===== config.mk =====
export PLATFORM = sky130hd
export DESIGN_NAME = axis_hdr_insert_q
export DESIGN_NICKNAME = d
export VERILOG_FILES = /design/src/rtl/axis_hdr_insert_q.sv
export SDC_FILE = /design/constraint.sdc
export NUM_CORES = 1
export LEC_CHECK = 0
export BUFFER_PORTS_ARGS = -buffer_cell sky130_fd_sc_hd__buf_2
export CORE_ASPECT_RATIO = 0.8
export CORE_UTILIZATION = 40
export DETAILED_ROUTE_END_ITERATION = 8
export PLACE_DENSITY_LB_ADDON = 0.12
export SYNTH_ARGS = -nofsm -noshare
export SYNTH_HDL_FRONTEND = slang
export SYNTH_SLANG_ARGS = --single-unit

===== constraint.sdc =====
create_clock -name clk -period 4.35 [get_ports clk]
set_input_delay 0 -clock clk [delete_from_list [all_inputs] [get_ports clk]]
set_output_delay 0 -clock clk [all_outputs]
set_load 0.05 [all_outputs]

===== src/rtl/axis_hdr_insert_q.sv =====
// AXI-Stream header inserter: queues up to HDR_DEPTH headers, prepends one to each
// packet and repacks header+payload bytes MSB-first into full beats without bubbles.
module axis_hdr_insert_q #(
  parameter int DATA_WD      = 32,
  parameter int DATA_BYTE_WD = DATA_WD / 8,
  parameter int BYTE_CNT_WD  = $clog2(DATA_BYTE_WD),
  parameter int HDR_DEPTH    = 2
) (
  input  logic                    clk,
  input  logic                    rst,
  input  logic                    valid_in,
  input  logic [DATA_WD-1:0]      data_in,
  input  logic [DATA_BYTE_WD-1:0] keep_in,
  input  logic                    last_in,
  output logic                    ready_in,
  input  logic                    valid_insert,
  input  logic [DATA_WD-1:0]      header_insert,
  input  logic [DATA_BYTE_WD-1:0] keep_insert,
  output logic                    ready_insert,
  output logic                    valid_out,
  output logic [DATA_WD-1:0]      data_out,
  output logic [DATA_BYTE_WD-1:0] keep_out,
  output logic                    last_out,
  input  logic                    ready_out
);

  localparam int CNT_W = BYTE_CNT_WD + 1;
  localparam int SUM_W = CNT_W + 1;
  localparam int AW    = (HDR_DEPTH > 1) ? $clog2(HDR_DEPTH) : 1;
  localparam int QC_W  = $clog2(HDR_DEPTH + 1);
  localparam logic [CNT_W-1:0] N_C = CNT_W'(DATA_BYTE_WD);

  typedef enum logic [1:0] {IDLE, STREAM, TAIL} state_t;

  function automatic logic [CNT_W-1:0] popcnt(input logic [DATA_BYTE_WD-1:0] k);
    logic [CNT_W-1:0] c;
    c = '0;
    for (int i = 0; i < DATA_BYTE_WD; i++) c = c + CNT_W'(k[i]);
    return c;
  endfunction

  function automatic logic [DATA_BYTE_WD-1:0] keep_top(input logic [SUM_W-1:0] k);
    return ~({DATA_BYTE_WD{1'b1}} >> k);
  endfunction

  function automatic logic [DATA_WD-1:0] byte_mask(input logic [DATA_BYTE_WD-1:0] k);
    logic [DATA_WD-1:0] m;
    for (int i = 0; i < DATA_BYTE_WD; i++) m[i*8 +: 8] = {8{k[i]}};
    return m;
  endfunction

  function automatic logic [DATA_WD-1:0] shl_bytes(input logic [DATA_WD-1:0] d,
                                                   input logic [SUM_W-1:0] n);
    return d << {n, 3'b000};
  endfunction

  function automatic logic [DATA_WD-1:0] shr_bytes(input logic [DATA_WD-1:0] d,
                                                   input logic [SUM_W-1:0] n);
    return d >> {n, 3'b000};
  endfunction

  state_t state_q, state_nxt;

  logic [DATA_WD-1:0] hdr_mem [HDR_DEPTH];
  logic [CNT_W-1:0]   len_mem [HDR_DEPTH];
  logic [AW-1:0]      wr_idx, rd_idx;
  logic [QC_W-1:0]    q_cnt;
  logic               push, pop;

  logic [DATA_WD-1:0] res_dat;
  logic [CNT_W-1:0]   res_cnt;

  logic                    ld_p0, acc;
  logic [DATA_WD-1:0]      data_m;
  logic [CNT_W-1:0]        l_cnt;
  logic [SUM_W-1:0]        sum;
  logic                    vld_p0, last_p0;
  logic [DATA_WD-1:0]      dat_p0;
  logic [DATA_BYTE_WD-1:0] keep_p0;

  // Full blocks pushes even when the FSM pops the same cycle.
  assign ready_insert = (q_cnt != QC_W'(HDR_DEPTH));
  assign push         = valid_insert && ready_insert;

  always_ff @(posedge clk) begin
    if (push) begin
      hdr_mem[wr_idx] <= header_insert;
      len_mem[wr_idx] <= popcnt(keep_insert);
    end
  end

  always_ff @(posedge clk or posedge rst) begin
    if (rst) begin
      wr_idx <= '0;
      rd_idx <= '0;
      q_cnt  <= '0;
    end else begin
      if (push) wr_idx <= (wr_idx == AW'(HDR_DEPTH - 1)) ? '0 : wr_idx + 1'b1;
      if (pop)  rd_idx <= (rd_idx == AW'(HDR_DEPTH - 1)) ? '0 : rd_idx + 1'b1;
      q_cnt <= q_cnt + QC_W'(push) - QC_W'(pop);
    end
  end

  // FSM state register
  always_ff @(posedge clk or posedge rst) begin
    if (rst) state_q <= IDLE;
    else     state_q <= state_nxt;
  end

  always_comb begin
    state_nxt = state_q;
    case (state_q)
      IDLE:    if (q_cnt != '0) state_nxt = STREAM;
      STREAM:  if (acc && last_in) state_nxt = (sum <= SUM_W'(N_C)) ? IDLE : TAIL;
      TAIL:    if (ld_p0) state_nxt = IDLE;
      default: state_nxt = IDLE;
    endcase
  end

  // Stage p0: merge residual bytes with the incoming beat
  always_comb begin
    ld_p0    = !valid_out || ready_out;
    ready_in = (state_q == STREAM) && ld_p0;
    acc      = valid_in && ready_in;
    pop      = (state_q == IDLE) && (q_cnt != '0);
    data_m   = data_in & byte_mask(keep_in);
    l_cnt    = last_in ? popcnt(keep_in) : N_C;
    sum      = SUM_W'(res_cnt) + SUM_W'(l_cnt);
    vld_p0   = 1'b0;
    dat_p0   = '0;
    keep_p0  = '0;
    last_p0  = 1'b0;
    case (state_q)
      STREAM: begin
        if (acc) begin
          vld_p0 = 1'b1;
          dat_p0 = res_dat | shr_bytes(data_m, SUM_W'(res_cnt));
          if (last_in && (sum <= SUM_W'(N_C))) begin
            keep_p0 = keep_top(sum);
            last_p0 = 1'b1;
          end else begin
            keep_p0 = '1;
          end
        end
      end
      TAIL: begin
        vld_p0  = 1'b1;
        dat_p0  = res_dat;
        keep_p0 = keep_top(SUM_W'(res_cnt));
        last_p0 = 1'b1;
      end
      default: ;
    endcase
  end

  // Residual holds res_cnt bytes left-aligned; lower bytes are always zero.
  always_ff @(posedge clk) begin
    if (pop)      res_dat <= shl_bytes(hdr_mem[rd_idx], SUM_W'(N_C - len_mem[rd_idx]));
    else if (acc) res_dat <= shl_bytes(data_m, SUM_W'(N_C - res_cnt));
  end

  always_ff @(posedge clk or posedge rst) begin
    if (rst) begin
      res_cnt <= '0;
    end else if (pop) begin
      res_cnt <= len_mem[rd_idx];
    end else if (acc && last_in && (sum > SUM_W'(N_C))) begin
      res_cnt <= CNT_W'(sum - SUM_W'(N_C));
    end
  end

  // Stage p1: output register
  always_ff @(posedge clk or posedge rst) begin
    if (rst) begin
      valid_out <= 1'b0;
      data_out  <= '0;
      keep_out  <= '0;
      last_out  <= 1'b0;
    end else if (ld_p0) begin
      valid_out <= vld_p0;
      data_out  <= dat_p0;
      keep_out  <= keep_p0;
      last_out  <= last_p0;
    end
  end

endmodule


==> reports/results.ini <==
[run_status]
status=finished, final reports clean

[sta]
maxSlewHeadroom_pct=31.70
finalCritPeriodShare_pct=68.27
setup_viol=0
finalHoldViolCount=0
fin_setup_tns_ns=0
worstMarginPinSlew_ns=1.022
drv_slew=0
fin_skew_ns=0.01600
fmax_mhz=336.7
period_minus_slack_ns=2.970
rsz0062_at_grt=no

[global_route]
antenna_found_initial=0
first_global_vias=6251
grt_max_degree=78
grt_pass1_wl_mm=37.54
grt_overflow_total=0
grt_usage_pct=24.76

[setup_path]
path_class=input pin to register
startpoint_type=input pin
end_kind=register
r2r.worst_path.cells=6
path_max_fanout=25
slowest_stage=fa_1
arrival_ns=3.32
worstPathCellList=buf_2, inv_1, fa_1, inv_1, ha_1, and2_1, ha_1, inv_1, fa_1, nor2b_1, o211a_2, or4_1, o211ai_1
slowest_delay_ns=0.55
required_ns=4.70
critPathMostFrequentCell=inv_1

[cells_and_area]
nets=958
fillers=1754
antennaDiodeCount=0
drive_gt1_share_pct=22.65
syn_to_final_growth_pct=23.52

[min_path]
hp-class=input pin to register
holdPathStages=3

[floorplanning]
dieHeight_um=128.1
core_area_um2=19200
die_area_um2=20460
start_util_pct=41.43
die_w_um=159.7
rows=45
io-pin-count=118

[detailed_routing]
post_drt_wl_per_cell_um=21.60
vias=6526
detail_route.vias_per_cell=5.765
drtAntennaViolNets=0
drt_pre_antenna_iters=5
drt_wl_total_mm=24.45
drtIter0Drc=668
drc=0

[cts]
cts_buffers=17
cts_max_path_buffers=2
clk_pin_slew_ns=0.06
htree_levels=4
clock_latency_ns=0.45
cts_setup_buffers=0
clockRootBuffer=clkbuf_16
tritoncts=yes
cts_sinks=149

[synthesis]
synthTopCellsByArea=edfxtp_1, dfrtp_1, mux2i_1
synth.avg_cell_area_um2=11.11
yosysWarnings=0
synthDistinctLibCells=66
ys_top_cells_by_count=edfxtp_1, nand2_1, dfrtp_1
seq_area_frac_synth_pct=53.30
async_flop_share_pct=31.54
netlist_area_um2=7954
synthMostInstantiatedCell=edfxtp_1
syn_inst=716
synth_ff_type=edfxtp_1
synth_nets=813
synth-edff-count=102
synth_top_area_share_pct=38.51
post-synth-top-area-cell=edfxtp_1
ys_ff_latch=149

[power]
power_density_nw_per_um2=734.1
p_total_uw=7212
ir_drop_v=0.0004272
leakage_uw=0.004017

[placement]
place.gp.congestion=0.9505
hpwlAfterDp_mm=17.43
portBuffers=117

[flow_run]
cap_violations=0

layout make-up:
class / count / area, um2 / share of cell area (%)
repair buffers: 175 / 1146 / 11.67
inverters: 41 / 153.9 / 1.566
well taps: 258 / 322.8 / 3.286
clock buffers: 18 / 429.2 / 4.368
multi-input cells: 477 / 3343 / 34.03
clock inverters: 14 / 187.7 / 1.910
flip-flops and latches: 149 / 4242 / 43.17
repair_timing:
item                      CTS  global route
hold endpoints to repair  129             0
resized for setup           0             0
hold buffers               50             0
worst paths after layout:
kind                                 to  slack (ns)     startpoint
setup / recovery             res_cnt[1]        1.38     keep_in[0]
hold / removal              res_dat[17]        0.02     data_in[1]
setup reg to reg            res_dat[28]        1.39  len_mem[0][0]
hold reg to reg            data_out[21]        0.48   data_out[21]
max in group asynchronous        rd_idx        3.63            rst
min in group asynchronous   data_out[9]        0.25            rst
through the flow:
step / cells / hold slack (ns) / util [%] / worst slack (ns) / instance area (um2)
2_1_floorplan: 716 / 0.09887 / - / 0.3108 / 7954
4_1_cts: 1132 / 0.01051 / 51.17 / 1.426 / 9824
6_report: 1132 / 0.01998 / 51.17 / 1.380 / 9824
5_1_grt: 1132 / 0.02309 / 51.17 / 1.247 / 9824
3_5_place_dp: 1050 / 0.1907 / 45.35 / 0.9820 / 8707
3_3_place_gp: 1050 / 0.1810 / 45.35 / 1.075 / 8707
routing by layer:
metal	part of all wire, %	global-route usage, %	vias to the layer above
li1	-	-	3037
met1	48	35.65	3214
met2	45	38.30	243
met3	6.5	4.885	32
met4	1.3	5.995	0
met5	0	0	-
critical path: cells and delay by family:
kind,cells,cell delay [ns]
compound gates,2,0.41
fa+ha+maj,4,1.46
buf+inv,4,0.63
simple gates,3,0.81
report_power, final:
part	switching, uW	internal [uW]
clock	646	921
combinational	2280	970
sequential	289	2110
cell usage in the layout, fill, tap and decap left out, types with 18 or more instances in the layout:
cell type        n
o21ai_0         42
mux2i_1         32
nor2_1          31
inv_1           36
nand3_1         35
mux2_2          18
dfrtp_1         45
dlygate4sd3_1   50
a21oi_1         34
buf_2          117
edfxtp_1       102
nand2_1         59
kinds of logic (layout without fill, tap and decap cells):
group	count (synthesis)	count (layout)	share of synthesized area, %
compound gates	212	212	18.83
xor+xnor	6	6	0.6607
fa+ha+maj	19	19	3.272
buf+inv	90	248	4.751
flops	149	149	53.30
mux	51	51	6.764
simple gates	189	189	12.43
state kept, by name, summed over array words and instances, names as in the netlist:
name       count
res_cnt        3
len_mem        6
rd_idx         1
valid_out      1
state_q        2
data_out      32
q_cnt          2
last_out       1
keep_out       4
hdr_mem       64
wr_idx         1
res_dat       32
No activity file was read; power rests on OpenSTA's default activity.
